`src/rtl/arb_mux_pkg.sv`:
```
// Shared types and constants for the N-channel arbitrating output multiplexer.
package arb_mux_pkg;

  typedef enum logic {
    MODE_DIRECT = 1'b0,
    MODE_RR     = 1'b1
  } arb_mode_t;

  localparam int unsigned STAT_W = 16;
  localparam int unsigned N_MAX  = 16;

  // Width of a channel index for n channels; never narrower than one bit.
  function automatic int unsigned sel_w(input int unsigned n);
    return (n > 1) ? $clog2(n) : 1;
  endfunction

endpackage

```
`src/rtl/arb_mux_n_if.sv`:
```
// Request/response bundle between N producers and the shared output register of arb_mux_n.
interface arb_mux_n_if
  import arb_mux_pkg::*;
#(
  parameter int unsigned WIDTH = 16,
  parameter int unsigned N     = 5
);
  localparam int unsigned SELW = sel_w(N);

  arb_mode_t          mode;
  logic [SELW-1:0]    select;
  logic [N-1:0]       in_valid;
  logic [N*WIDTH-1:0] in_data;
  logic [N-1:0]       in_ready;
  logic               out_valid;
  logic [WIDTH-1:0]   out_data;
  logic [SELW-1:0]    out_ch;
  logic               out_ready;

  modport master (
    output mode, select, in_valid, in_data, out_ready,
    input  in_ready, out_valid, out_data, out_ch
  );

  modport slave (
    input  mode, select, in_valid, in_data, out_ready,
    output in_ready, out_valid, out_data, out_ch
  );

endinterface

```
`src/rtl/rr_picker.sv`:
```
// Rotate-priority search: first set req bit strictly after ptr, wrapping modulo N.
module rr_picker
  import arb_mux_pkg::*;
#(
  parameter int unsigned N = 5
) (
  input  logic [N-1:0]          req,
  input  logic [sel_w(N)-1:0]   ptr,
  output logic [N-1:0]          gnt_onehot,
  output logic [sel_w(N)-1:0]   gnt_idx,
  output logic                  any
);
  localparam int unsigned SELW = sel_w(N);

  function automatic logic [SELW-1:0] wrap_idx(input int unsigned p, input int unsigned k);
    return SELW'((p + k) % N);
  endfunction

  always_comb begin
    gnt_onehot = '0;
    gnt_idx    = '0;
    any        = 1'b0;
    for (int unsigned k = 1; k <= N; k++) begin
      if (!any && req[wrap_idx(32'(ptr), k)]) begin
        any                               = 1'b1;
        gnt_idx                           = wrap_idx(32'(ptr), k);
        gnt_onehot[wrap_idx(32'(ptr), k)] = 1'b1;
      end
    end
  end

endmodule

```
`src/rtl/arb_mux_n.sv`:
```
// Registered N-channel multiplexer with direct-select or round-robin arbitration.
// Optional per-channel saturating grant counters when ARB_MUX_STATS_EN is defined.
module arb_mux_n
  import arb_mux_pkg::*;
#(
  parameter int unsigned WIDTH = 16,
  parameter int unsigned N     = 5
) (
  input  logic                Clk,
  input  logic                Reset,
  arb_mux_n_if.slave          bus
`ifdef ARB_MUX_STATS_EN
  ,
  input  logic [sel_w(N)-1:0] stat_sel,
  output logic [STAT_W-1:0]   stat_count
`endif
);
  localparam int unsigned     SELW = sel_w(N);
  localparam logic [SELW-1:0] LAST = SELW'(N - 1);

  if (N < 1 || N > N_MAX) begin : g_bad_n
    $error("arb_mux_n: N must be in 1..16");
  end

  logic [SELW-1:0]  ptr;
  logic             load_c;
  logic [SELW-1:0]  dir_ch_c;
  logic [N-1:0]     rr_gnt_c;
  logic [SELW-1:0]  rr_idx_c;
  logic             rr_any_c;
  logic [N-1:0]     gnt_c;
  logic [SELW-1:0]  win_c;
  logic             any_c;
  logic [WIDTH-1:0] win_data_c;

  // The output register may take a new word when empty or being drained this cycle.
  assign load_c = !bus.out_valid || bus.out_ready;

  // Out-of-range select codes fall back to the last channel.
  assign dir_ch_c = (32'(bus.select) < N) ? bus.select : LAST;

  rr_picker #(.N(N)) u_rr_picker (
    .req        (bus.in_valid),
    .ptr        (ptr),
    .gnt_onehot (rr_gnt_c),
    .gnt_idx    (rr_idx_c),
    .any        (rr_any_c)
  );

  always_comb begin
    gnt_c = '0;
    win_c = dir_ch_c;
    any_c = 1'b0;
    if (bus.mode == MODE_RR) begin
      gnt_c = rr_gnt_c;
      win_c = rr_idx_c;
      any_c = rr_any_c;
    end else if (bus.in_valid[dir_ch_c]) begin
      gnt_c[dir_ch_c] = 1'b1;
      any_c           = 1'b1;
    end
  end

  assign bus.in_ready = (load_c && !Reset) ? gnt_c : '0;
  assign win_data_c   = bus.in_data[32'(win_c) * WIDTH +: WIDTH];

  // Output register and round-robin pointer; a stalled word is never replaced.
  always_ff @(posedge Clk) begin
    if (Reset) begin
      bus.out_valid <= 1'b0;
      bus.out_data  <= '0;
      bus.out_ch    <= '0;
      ptr           <= LAST;
    end else if (load_c) begin
      if (any_c) begin
        bus.out_valid <= 1'b1;
        bus.out_data  <= win_data_c;
        bus.out_ch    <= win_c;
        if (bus.mode == MODE_RR) begin
          ptr <= win_c;
        end
      end else begin
        bus.out_valid <= 1'b0;
      end
    end
  end

`ifdef ARB_MUX_STATS_EN
  logic [STAT_W-1:0] cnt [N];
  logic [N-1:0]      xfer_c;

  assign xfer_c = bus.in_valid & bus.in_ready;

  // Per-channel transfer counters, saturating at all-ones.
  always_ff @(posedge Clk) begin
    if (Reset) begin
      for (int unsigned i = 0; i < N; i++) begin
        cnt[i] <= '0;
      end
    end else begin
      for (int unsigned i = 0; i < N; i++) begin
        if (xfer_c[i] && (cnt[i] != '1)) begin
          cnt[i] <= cnt[i] + STAT_W'(1);
        end
      end
    end
  end

  assign stat_count = (32'(stat_sel) < N) ? cnt[stat_sel] : '0;
`endif

endmodule

```
`src/flat_wrapper.sv`:
```
// flat-port wrapper written by rule: the top's interface ports become plain ports
module arb_mux_n_flat import arb_mux_pkg::*;
#(
  parameter int unsigned WIDTH = 16,
  parameter int unsigned N     = 5
)
  (Clk, Reset, bus_mode, bus_select, bus_in_valid, bus_in_data, bus_out_ready, bus_in_ready, bus_out_valid, bus_out_data, bus_out_ch);
  arb_mux_n_if #(.WIDTH(WIDTH), .N(N)) bus_i ();
  input  logic Clk;
  input  logic Reset;
  input wire logic [$bits(bus_i.mode)-1:0] bus_mode;
  input wire logic [$bits(bus_i.select)-1:0] bus_select;
  input wire logic [$bits(bus_i.in_valid)-1:0] bus_in_valid;
  input wire logic [$bits(bus_i.in_data)-1:0] bus_in_data;
  input wire logic [$bits(bus_i.out_ready)-1:0] bus_out_ready;
  output wire logic [$bits(bus_i.in_ready)-1:0] bus_in_ready;
  output wire logic [$bits(bus_i.out_valid)-1:0] bus_out_valid;
  output wire logic [$bits(bus_i.out_data)-1:0] bus_out_data;
  output wire logic [$bits(bus_i.out_ch)-1:0] bus_out_ch;
  assign bus_i.mode = bus_mode;
  assign bus_i.select = bus_select;
  assign bus_i.in_valid = bus_in_valid;
  assign bus_i.in_data = bus_in_data;
  assign bus_i.out_ready = bus_out_ready;
  assign bus_in_ready = bus_i.in_ready;
  assign bus_out_valid = bus_i.out_valid;
  assign bus_out_data = bus_i.out_data;
  assign bus_out_ch = bus_i.out_ch;
  arb_mux_n #(.WIDTH(WIDTH), .N(N)) u_core (.Clk(Clk), .Reset(Reset), .bus(bus_i));
endmodule
```
`config.mk`:
```
export PLATFORM = sky130hd
export DESIGN_NAME = arb_mux_n_flat
export DESIGN_NICKNAME = d
export VERILOG_FILES = /design/src/rtl/arb_mux_pkg.sv /design/src/rtl/arb_mux_n_if.sv /design/src/rtl/rr_picker.sv /design/src/rtl/arb_mux_n.sv /design/src/flat_wrapper.sv
export SDC_FILE = /design/constraint.sdc
export NUM_CORES = 1
export LEC_CHECK = 0
export CORE_MARGIN = 1
export CORE_UTILIZATION = 40
export CTS_CLUSTER_DIAMETER = 150
export DETAILED_ROUTE_END_ITERATION = 16
export HOLD_SLACK_MARGIN = 0.1
export PLACE_DENSITY = 0.7
export SLEW_MARGIN = 0
export SYNTH_ARGS = -nofsm -noshare
export SYNTH_HDL_FRONTEND = slang
export SYNTH_SLANG_ARGS = --single-unit
```
`constraint.sdc`:
```
create_clock -name Clk -period 12.83 [get_ports Clk]
set_input_delay 2.566 -clock Clk [delete_from_list [all_inputs] [get_ports Clk]]
set_output_delay 2.566 -clock Clk [all_outputs]
set_load 0.1 [all_outputs]
```
# Yosys cells after proc, flatten, opt, wreduce, memory -nomap -nowiden
# Cells that the tools add are included.
[op_classes]
magnitude_cmp = 13
n_addsub = 5
n_mux = 47
n_reduce_logical = 20
n_div = 5
bitwise = 4
n_shift = 1
[ops]
columns = ["op", "n"]
rows = [
  ["$mod 32x3->32 const B", 5],
  ["$shiftx 80x8->16", 1],
  ["$mux 5", 8],
  ["$lt 3x4->1 const B", 6],
  ["$mux 3", 7],
  ["$mux 1", 20],
  ["$or 5x5->5", 4],
  ["$bmux 1 s3", 6],
  ["$demux 1 s3", 6],
  ["$ge 3x1->1 const B", 6],
  ["$logic_and 1x1->1", 11],
  ["$add 3x2->4 const B", 2],
  ["$add 3x3->4 const B", 2],
  ["$logic_not 1->1", 6],
  ["$add 3x1->4 const B", 1],
  ["$lt 3x3->1 const B", 1],
  ["$reduce_and 3->1", 1],
  ["$reduce_and 2->1", 1],
  ["$logic_or 1x1->1", 1],
]
[word_totals]
out_inout_bits = 25
regBits = 23
inputBits = 92
wordCells = 99

# Depth between registers and ports, before layout
# Gate-level depths: netlist (run 1).
[logic_depth]
word_depth = 19
ltp_mapped = 25
mapped_depth_nobuf = 20

# Modules after synthesis
# Synthesis (run 1) repeated with hierarchy kept, for this count alone.
[unflattened]
cells_unflattened = 546
hier_area_um2 = 3943.8
[modules_own_cells]
columns = ["module", "cells_each", "area_each_um2", "seq_area_each_um2", "n_inst"]
rows = [
  ["rr_picker", 286, 2078.2, 0.0, 1],
  ["arb_mux_n", 260, 1865.5, 460.4, 1],
]

# Worst setup path before layout (run 1)
# OpenSTA, ideal clock, no wires.
[synth_path]
path_kind = "register -> output"
startpoint = "register u_core.ptr[1]"
endpoint = "output port bus_in_ready[3]"
stages_incl_launch_ff = 23
n_path_buf = 2
required_time_ps = 10264
arrival_ps = 7408
setup_slack_ps = 2856
cell_sequence = "dfxtp_1 clkbuf_1 inv_1 ha_1 buf_2 xnor2_1 inv_1 ha_1 or2_2 o211ai_1 nand2_1 ha_1 nand2b_1 o2111ai_1 o211ai_2 mux2_2 mux2i_1 o221ai_1 nor2_1 nand2_1 or3_1 o2111a_1 nor4_1"
[synth_between]
elab_chain_len = 19
elab_cells_between_ends = 68
cone_classes = "add/sub (5); div (5); order compare (10); mux (31); bitwise (4); reduce/logical (13)"
[synth_lines]
columns = ["element", "line", "source"]
rows = [
  ["start, declared", "arb_mux_n.sv:25", "logic [SELW-1:0] ptr;"],
  ["start signal, assigned", "arb_mux_n.sv:80", "ptr <= win_c;"],
  ["parallel branches: the longest is 16 deep, another holds $mod 32x3->32", "n/a", ""],
  ["$mux 5 *", "rr_picker.sv:24", "if (!any && req[wrap_idx(32'(ptr), k)]) begin"],
  ["$mux 5 *", "arb_mux_n.sv:54", "if (bus.mode == MODE_RR) begin"],
  ["$mux 5 *", "arb_mux_n.sv:64", "assign bus.in_ready = (load_c && !Reset) ? gnt_c : '0;"],
  ["end, declared", "flat_wrapper.sv:16", "output wire logic [$bits(bus_i.in_ready)-1:0] bus_in_ready;"],
]
# Mark *: on every way between the ends. The select of a mux whose other input is x is not followed.

# Worst setup path in the final report (run 1)
# Same ends and word-level chain as after synthesis.

==> results.py, run 1 <==
metrics = {
    "outcome": {
        "outcome": "complete, no violations",
    },
    "pwr": {
        "p_switching_uw": 984.8,
        "p_leak_nw": 1.862,
        "vdd_ir_drop_max_mv": 0.2126,
        "combinationalPowerShare": 0.895,
        "p_per_area_nw_per_um2": 314.0,
        "power_frac_seq": 0.074,
        "clkPwrFrac": 0.031,
        "swShare": 0.6221,
        "intPower_uw": 598.3,
    },
    "sta": {
        "fin_worst_skew_ns": 0.01315,
        "fin_crit_ns": 9.570,
        "final.period_utilization": 0.7459,
        "rsz0062_at_grt": "no",
        "clock.fmax_mhz": 104.5,
        "tightest_slew_ns": 1.249,
        "finalSetupViolations": 0,
        "slew-limit-headroom": 0.1665,
        "hold_viol_final": 0,
        "fin_ws_ns": 3.260,
        "final_max_slew_viol_count": 0,
        "setup_tns_ns": 0,
    },
    "grt": {
        "grt_max_degree": 35,
        "grt-ovfl-total": 0,
        "grt_pass1_wl_mm": 21.14,
        "grt_usage": 0.2627,
        "antenna_found_initial": 0,
        "grt_pass1_vias": 4185,
    },
    "placed_design": {
        "gp_congestion": 0.9555,
        "placed_area_sq_um": 4994,
        "place_ws_ns": 3.612,
        "io_buffers": 116,
        "hpwl_mm": 10.44,
    },
    "synth": {
        "synth_top_area_frac": 0.1207,
        "seq_area_frac_synth": 0.1207,
        "synthTopCellsByArea": "dfxtp_1 12%, ha_1 8.5%, a211oi_1 7.9%, o21a_1 7.1%, o31ai_1 3.9%",
        "ys_ff_latch": 23,
        "yosysTopAreaCell": "dfxtp_1",
        "syn-num-nets": 616,
        "synth_edf_count": 0,
        "netlist_area_sq_um": 3816,
        "synth-main-ff-cell": "dfxtp_1",
        "synth.distinct_cells": 81,
        "async_flop_share": 0,
        "syn_inst": 498,
        "ys.warnings.count": 0,
        "avgSynthCellArea_sq_um": 7.663,
    },
    "layout": {
        "layout-drive-gt1-share": 0.05822,
        "area_delta_synth_final_pct": 32.13,
        "diodes": 0,
        "nets": 703,
        "final_util": 0.5457,
        "final_area_sq_um": 5042,
    },
    "floorplan": {
        "start_util": 0.4130,
        "die_width_microns": 99.68,
        "core_area_sq_um": 9240,
        "io-pin-count": 117,
        "fp.dieArea_sq_um": 9935,
        "rows": 35,
        "die_h_microns": 99.68,
    },
    "setup_path": {
        "endpoint_kind": "output pin",
        "crit_fanout": 16,
        "timing.rr.start": "u_core.ptr[1]",
        "reg2reg_depth": 20,
        "worstPathRequired_ns": 10.26,
        "critPathLaunchType": "flip-flop",
        "rr_endpoint": "u_core.bus.out_data[1]",
        "arrival_ns": 7.00,
        "reg2reg_slack_ns": 5.87,
        "worstSetupPathType": "reg2out",
    },
    "clocking": {
        "cts_resized": 0,
        "numCtsBuffers": 3,
        "ctsHoldBuffers": 0,
        "clock_path_buffers": 2,
        "cts.sinks": 23,
        "postCtsSetupRepairBufs": 0,
        "path_clk_slew_ns": 0.09,
        "cts_tree": "yes",
        "clock-root-buffer": "clkbuf_8",
        "clkLatencyLatePin_ns": 0.28,
        "htree_levels": 1,
    },
    "drt": {
        "antenna_left": 0,
        "drcViolationCount": 0,
        "drt_first_pass_iters": 5,
        "wl_per_cell_microns": 18.81,
        "viasPerCell": 6.227,
        "via_count": 4440,
        "finalWirelength_mm": 13.41,
        "drt_iter0_markers": 330,
    },
    "worst_hold_path": {
        "hp-start": "u_core.bus.out_data[2]",
        "hold_path_end": "u_core.bus.out_data[2]",
        "hold_path_depth": 2,
        "hold_path.class": "reg2reg",
    },
    "job": {
        "drv_cap": 0,
    },
}
==> worst max path at each step <==
stage / startpoint / end / slack (ns)
detailed placement: bus_in_valid[0] / bus_in_ready[0] / 3.61
global route: u_core.ptr[1] / bus_in_ready[0] / 2.69
finish: u_core.ptr[1] / bus_in_ready[3] / 3.26
CTS: u_core.ptr[1] / bus_in_ready[3] / 3.30
floorplan: u_core.ptr[1] / bus_in_ready[3] / 2.86
global placement: u_core.ptr[1] / bus_in_ready[3] / 3.75
==> cell usage after synthesis, drive strengths merged (10+ instances only) <==
master  count
a211oi     41
a21oi      23
a22oi      17
buf        18
clkbuf     22
dfxtp      23
ha         26
inv        23
mux2i      14
nand2      23
nand2b     10
nand3      10
nor2       32
o21a       36
o31ai      20
xnor2      11
==> power by group through the flow <==
stage	registers, mW	logic (mW)	clock network, mW
2_1_floorplan	0.261	0.931	0
3_3_place_gp	0.116	1.39	0
3_5_place_dp	0.117	1.38	0
4_1_cts	0.116	1.39	0.0507
5_1_grt	0.119	1.52	0.0532
6_report	0.117	1.42	0.0494
==> area by class of cell <==
class | instances | area (sq um)
clock buffer | 3 | 41.29
clock inverter | 1 | 7.507
fill | 874 | 4198
inverter | 24 | 90.09
multi-input combinational | 411 | 3075
sequential | 23 | 460.4
tap | 129 | 161.4
timing repair buffer | 122 | 1206
==> logic make-up (layout without fill, tap and decap cells) <==
family / after synthesis / in the layout / synth area share
fa+ha+maj: 26 / 26 / 0.08525
compound gates: 219 / 219 / 0.4393
xor+xnor: 12 / 12 / 0.03246
buf+inv: 64 / 150 / 0.07443
flops: 23 / 23 / 0.1207
simple gates: 134 / 134 / 0.1905
mux: 20 / 20 / 0.05737
==> critical path, cell delays in order, from the launching register on <==
cell and delay, ns:
dfxtp_1 0.73, inv_1 0.21, ha_1 0.54, clkinv_1 0.34
ha_1 0.31, or2_2 0.33, o211ai_1 0.24, nand2_1 0.16
ha_1 0.26, nand2b_1 0.10, o2111ai_1 0.14, o211ai_2 0.16
mux2_2 0.44, mux2i_1 0.32, o221ai_1 0.28, nor2_1 0.19
nand2_1 0.12, or3_1 0.35, o2111a_1 0.15, nor4_1 0.18
clkdlybuf4s50_1 1.19
==> placed cells by master (no fill, tap or decap), types with 4 or more instances in the layout <==
| cell type | Yosys | routed |
|---|---|---|
| o221ai_1 | 6 | 6 |
| clkdlybuf4s50_1 | 0 | 116 |
| a21oi_1 | 22 | 21 |
| inv_1 | 21 | 21 |
| nor2b_1 | 7 | 7 |
| dfxtp_1 | 23 | 23 |
| nand4_1 | 4 | 4 |
| nand2b_1 | 10 | 10 |
| a211oi_1 | 40 | 40 |
| nor2_1 | 31 | 31 |
| a211o_1 | 4 | 4 |
| nor3_1 | 8 | 8 |
| mux2i_1 | 14 | 14 |
| buf_4 | 1 | 6 |
| nand3_1 | 9 | 9 |
| mux2_2 | 5 | 5 |
| o21ai_0 | 8 | 8 |
| nand2_1 | 23 | 23 |
| a31oi_1 | 9 | 9 |
| and2_1 | 8 | 8 |
| a22oi_1 | 17 | 17 |
| ha_1 | 26 | 26 |
| o31ai_1 | 20 | 20 |
| or3_1 | 6 | 6 |
| o21a_1 | 36 | 36 |
| xnor2_1 | 10 | 10 |
| nor4_1 | 4 | 4 |
| o211a_1 | 5 | 5 |
| o211ai_1 | 7 | 7 |
==> per-stage QoR <==
stage	hold WS, ns	power (mW)	cells
3_3_place_gp	0.4617	1.504	709
2_1_floorplan	0.6749	1.192	498
6_report	0.4855	1.583	713
5_1_grt	0.5195	1.693	713
3_5_place_dp	0.4662	1.500	709
4_1_cts	0.4903	1.557	713
==> state kept, by name (all words and copies together) (netlist names) <==
register              count
u_core.bus.out_ch         3
u_core.bus.out_valid      1
u_core.bus.out_data      16
u_core.ptr                3
==> layer usage <==
metal	vias to the layer above	wire, microns	track usage
met4	0	121	0.04072
met2	193	6149	0.4191
met1	2112	6026	0.3639
li1	2123	-	-
met5	-	0	0
met3	12	1116	0.06184
No activity file was read; power rests on OpenSTA's default activity.
==> run 2, diff against run 1 <==
PLACE_DENSITY = 0.73   (was 0.7)
clock period = 8.7 ns   (was 12.83 ns; I/O delays follow)
==> results.py, run 2 (same netlist as run 1, synthesis figures left out) <==
metrics = {
    "drt": {
        "via_count": 4414,
        "maxUsedRoutingLayer": "met4",
        "viasPerCell": 6.182,
        "drt_first_pass_iters": 5,
        "drt_iter0_markers": 372,
        "wl_met2_mm": 6.332,
        "finalWirelength_mm": 13.18,
        "drcViolationCount": 0,
        "wl_met1_mm": 5.816,
        "wl_per_cell_microns": 18.46,
        "antenna_left": 0,
        "wl_met3_microns": 786,
    },
    "sta": {
        "hold_viol_final": 0,
        "clock.fmax_mhz": 130.1,
        "final_max_slew_viol_count": 0,
        "fin_crit_ns": 7.687,
        "tightest_slew_ns": 1.017,
        "setup_tns_ns": 0,
        "slew-limit-headroom": 0.3199,
        "fin_worst_skew_ns": 0.01073,
        "final.period_utilization": 0.8836,
        "finalSetupViolations": 0,
        "rsz0062_at_grt": "no",
        "fin_ws_ns": 1.013,
    },
    "layout": {
        "diodes": 0,
        "area_delta_synth_final_pct": 32.66,
        "final_cell_mix": "111 x clkdlybuf4s50_1, 40 x a211oi_1, 36 x o21a_1",
        "reg_top3": "u_core.bus.out_data: 16 flops, u_core.bus.out_ch: 3 flops, u_core.ptr: 3 flops",
        "nFillCells": 878,
        "final_common_cell": "clkdlybuf4s50_1",
        "layout-drive-gt1-share": 0.07179,
        "top_register": "u_core.bus.out_data",
        "largest_register_ffs": 16,
        "nets": 704,
    },
    "job": {
        "drv_cap": 0,
    },
    "clocking": {
        "cts_tree": "yes",
        "clock_path_buffers": 2,
        "cts_resized": 0,
        "clock-root-buffer": "clkbuf_8",
        "postCtsSetupRepairBufs": 0,
        "ctsHoldBuffers": 0,
        "clkLatencyLatePin_ns": 0.28,
        "path_clk_slew_ns": 0.10,
        "htree_levels": 1,
        "numCtsBuffers": 3,
        "cts.sinks": 23,
    },
    "setup_path": {
        "reg2reg_slack_ns": 2.04,
        "cp_common_cell": "ha_1",
        "cp_top_family": "simple AND/OR/NAND/NOR gates",
        "critPathLaunchType": "flip-flop",
        "path_cells": "inv_1, ha_1, xnor2_1, inv_1, ha_1, or2_2, o211ai_1, nand2_1, ha_1, nand2b_1, o2111ai_1, o211ai_2, mux2_2, mux2i_1, o221ai_1, nor2_1, nand2_1, or3_1, o2111a_1, nor4_2, buf_4",
        "timing.rr.start": "u_core.ptr[1]",
        "arrival_ns": 5.95,
        "reg2reg_depth": 22,
        "rr_endpoint": "u_core.bus.out_data[6]",
        "crit_fanout": 16,
        "worstPathRequired_ns": 6.96,
        "worstSetupPathType": "reg2out",
        "endpoint_kind": "output pin",
        "critPathBufInv": 3,
        "cpMaxStageDelayCell": "dfxtp_1",
        "max_stage_delay_ns": 0.69,
    },
    "pwr": {
        "vdd_ir_drop_max_mv": 0.1638,
        "p_per_area_nw_per_um2": 454.4,
        "power_frac_seq": 0.076,
        "swShare": 0.6136,
        "clkPwrFrac": 0.032,
        "intPower_uw": 889.0,
        "p_leak_nw": 1.880,
        "combinationalPowerShare": 0.892,
        "p_switching_mw": 1.412,
    },
    "floorplan": {
        "core_area_sq_um": 9240,
        "fp.dieArea_sq_um": 9935,
        "rows": 35,
        "die_width_microns": 99.68,
        "io-pin-count": 117,
        "die_h_microns": 99.68,
        "start_util": 0.4130,
    },
    "outcome": {
        "outcome": "complete, no violations",
    },
    "grt": {
        "grt_max_degree": 35,
        "grt_usage": 0.2628,
        "antenna_found_initial": 0,
        "grt_pass1_vias": 4190,
        "grt-ovfl-total": 0,
        "grt_pass1_wl_mm": 20.91,
    },
    "worst_hold_path": {
        "hold_path_depth": 2,
        "hp-start": "u_core.bus.out_data[3]",
        "hold_path_end": "u_core.bus.out_data[3]",
        "hold_path.class": "reg2reg",
    },
    "placed_design": {
        "io_buffers": 116,
        "gp_congestion": 0.9195,
        "place_ws_ns": 1.421,
        "hpwl_mm": 10.38,
    },
}
run 2: metal layers:
metal,GRT usage,vias to the layer above
met5,0,-
li1,-,2119
met3,0.03443,22
met4,0.06674,0
met1,0.3523,2102
met2,0.4424,171
run 2: cell type report:
class / instances / area [sq um] / share of cell area
clock inverter: 1 / 7.507 / 0.001483
tap: 129 / 161.4 / 0.03188
timing repair buffer: 123 / 1214 / 0.2397
inverter: 24 / 90.09 / 0.01780
multi-input combinational: 411 / 3088 / 0.6100
clock buffer: 3 / 41.29 / 0.008156
sequential: 23 / 460.4 / 0.09095
run 2: worst max-delay path by stage:
stage	start	to	slack, ns	cells past startpoint
floorplan	u_core.ptr[1]	bus_in_ready[2]	0.52	22
global placement	u_core.ptr[1]	bus_in_ready[3]	1.62	20
detailed placement	u_core.ptr[1]	bus_in_ready[3]	1.42	21
CTS	u_core.ptr[1]	bus_in_ready[3]	1.07	20
global route	u_core.ptr[1]	bus_in_ready[3]	0.63	21
finish	u_core.ptr[1]	bus_in_ready[3]	1.01	21
run 2: power groups by stage:
stage,combinational (mW),clock (mW),sequential (mW)
2_1_floorplan,1.38,0,0.384
3_3_place_gp,2.00,0,0.175
3_5_place_dp,2.01,0,0.177
4_1_cts,2.02,0.0753,0.175
5_1_grt,2.22,0.0763,0.181
6_report,2.05,0.0728,0.176
run 2: worst register-to-register path, delay by kind of cell (launching register included):
kind	cells	cell delay, ns
buffers and inverters	4	0.98
XOR/XNOR	1	0.39
AND/OR/NAND/NOR	6	1.91
adder cells (fa/ha/maj)	3	0.88
flip-flops	1	0.69
AO/OA/AOI/OAI	6	1.13
multiplexers	2	0.59
run 2: metrics by stage:
stage               cells  hold slack, ns  instance area, sq um  utilization  total power [mW]
floorplan             498          0.6749                  3829            -             1.760
global placement      710          0.4623                  5014       0.5426             2.176
detailed placement    710          0.4667                  5014       0.5426             2.187
CTS                   714          0.4914                  5062       0.5479             2.270
global route          714          0.5203                  5062       0.5479             2.477
finish                714          0.4855                  5062       0.5479             2.301
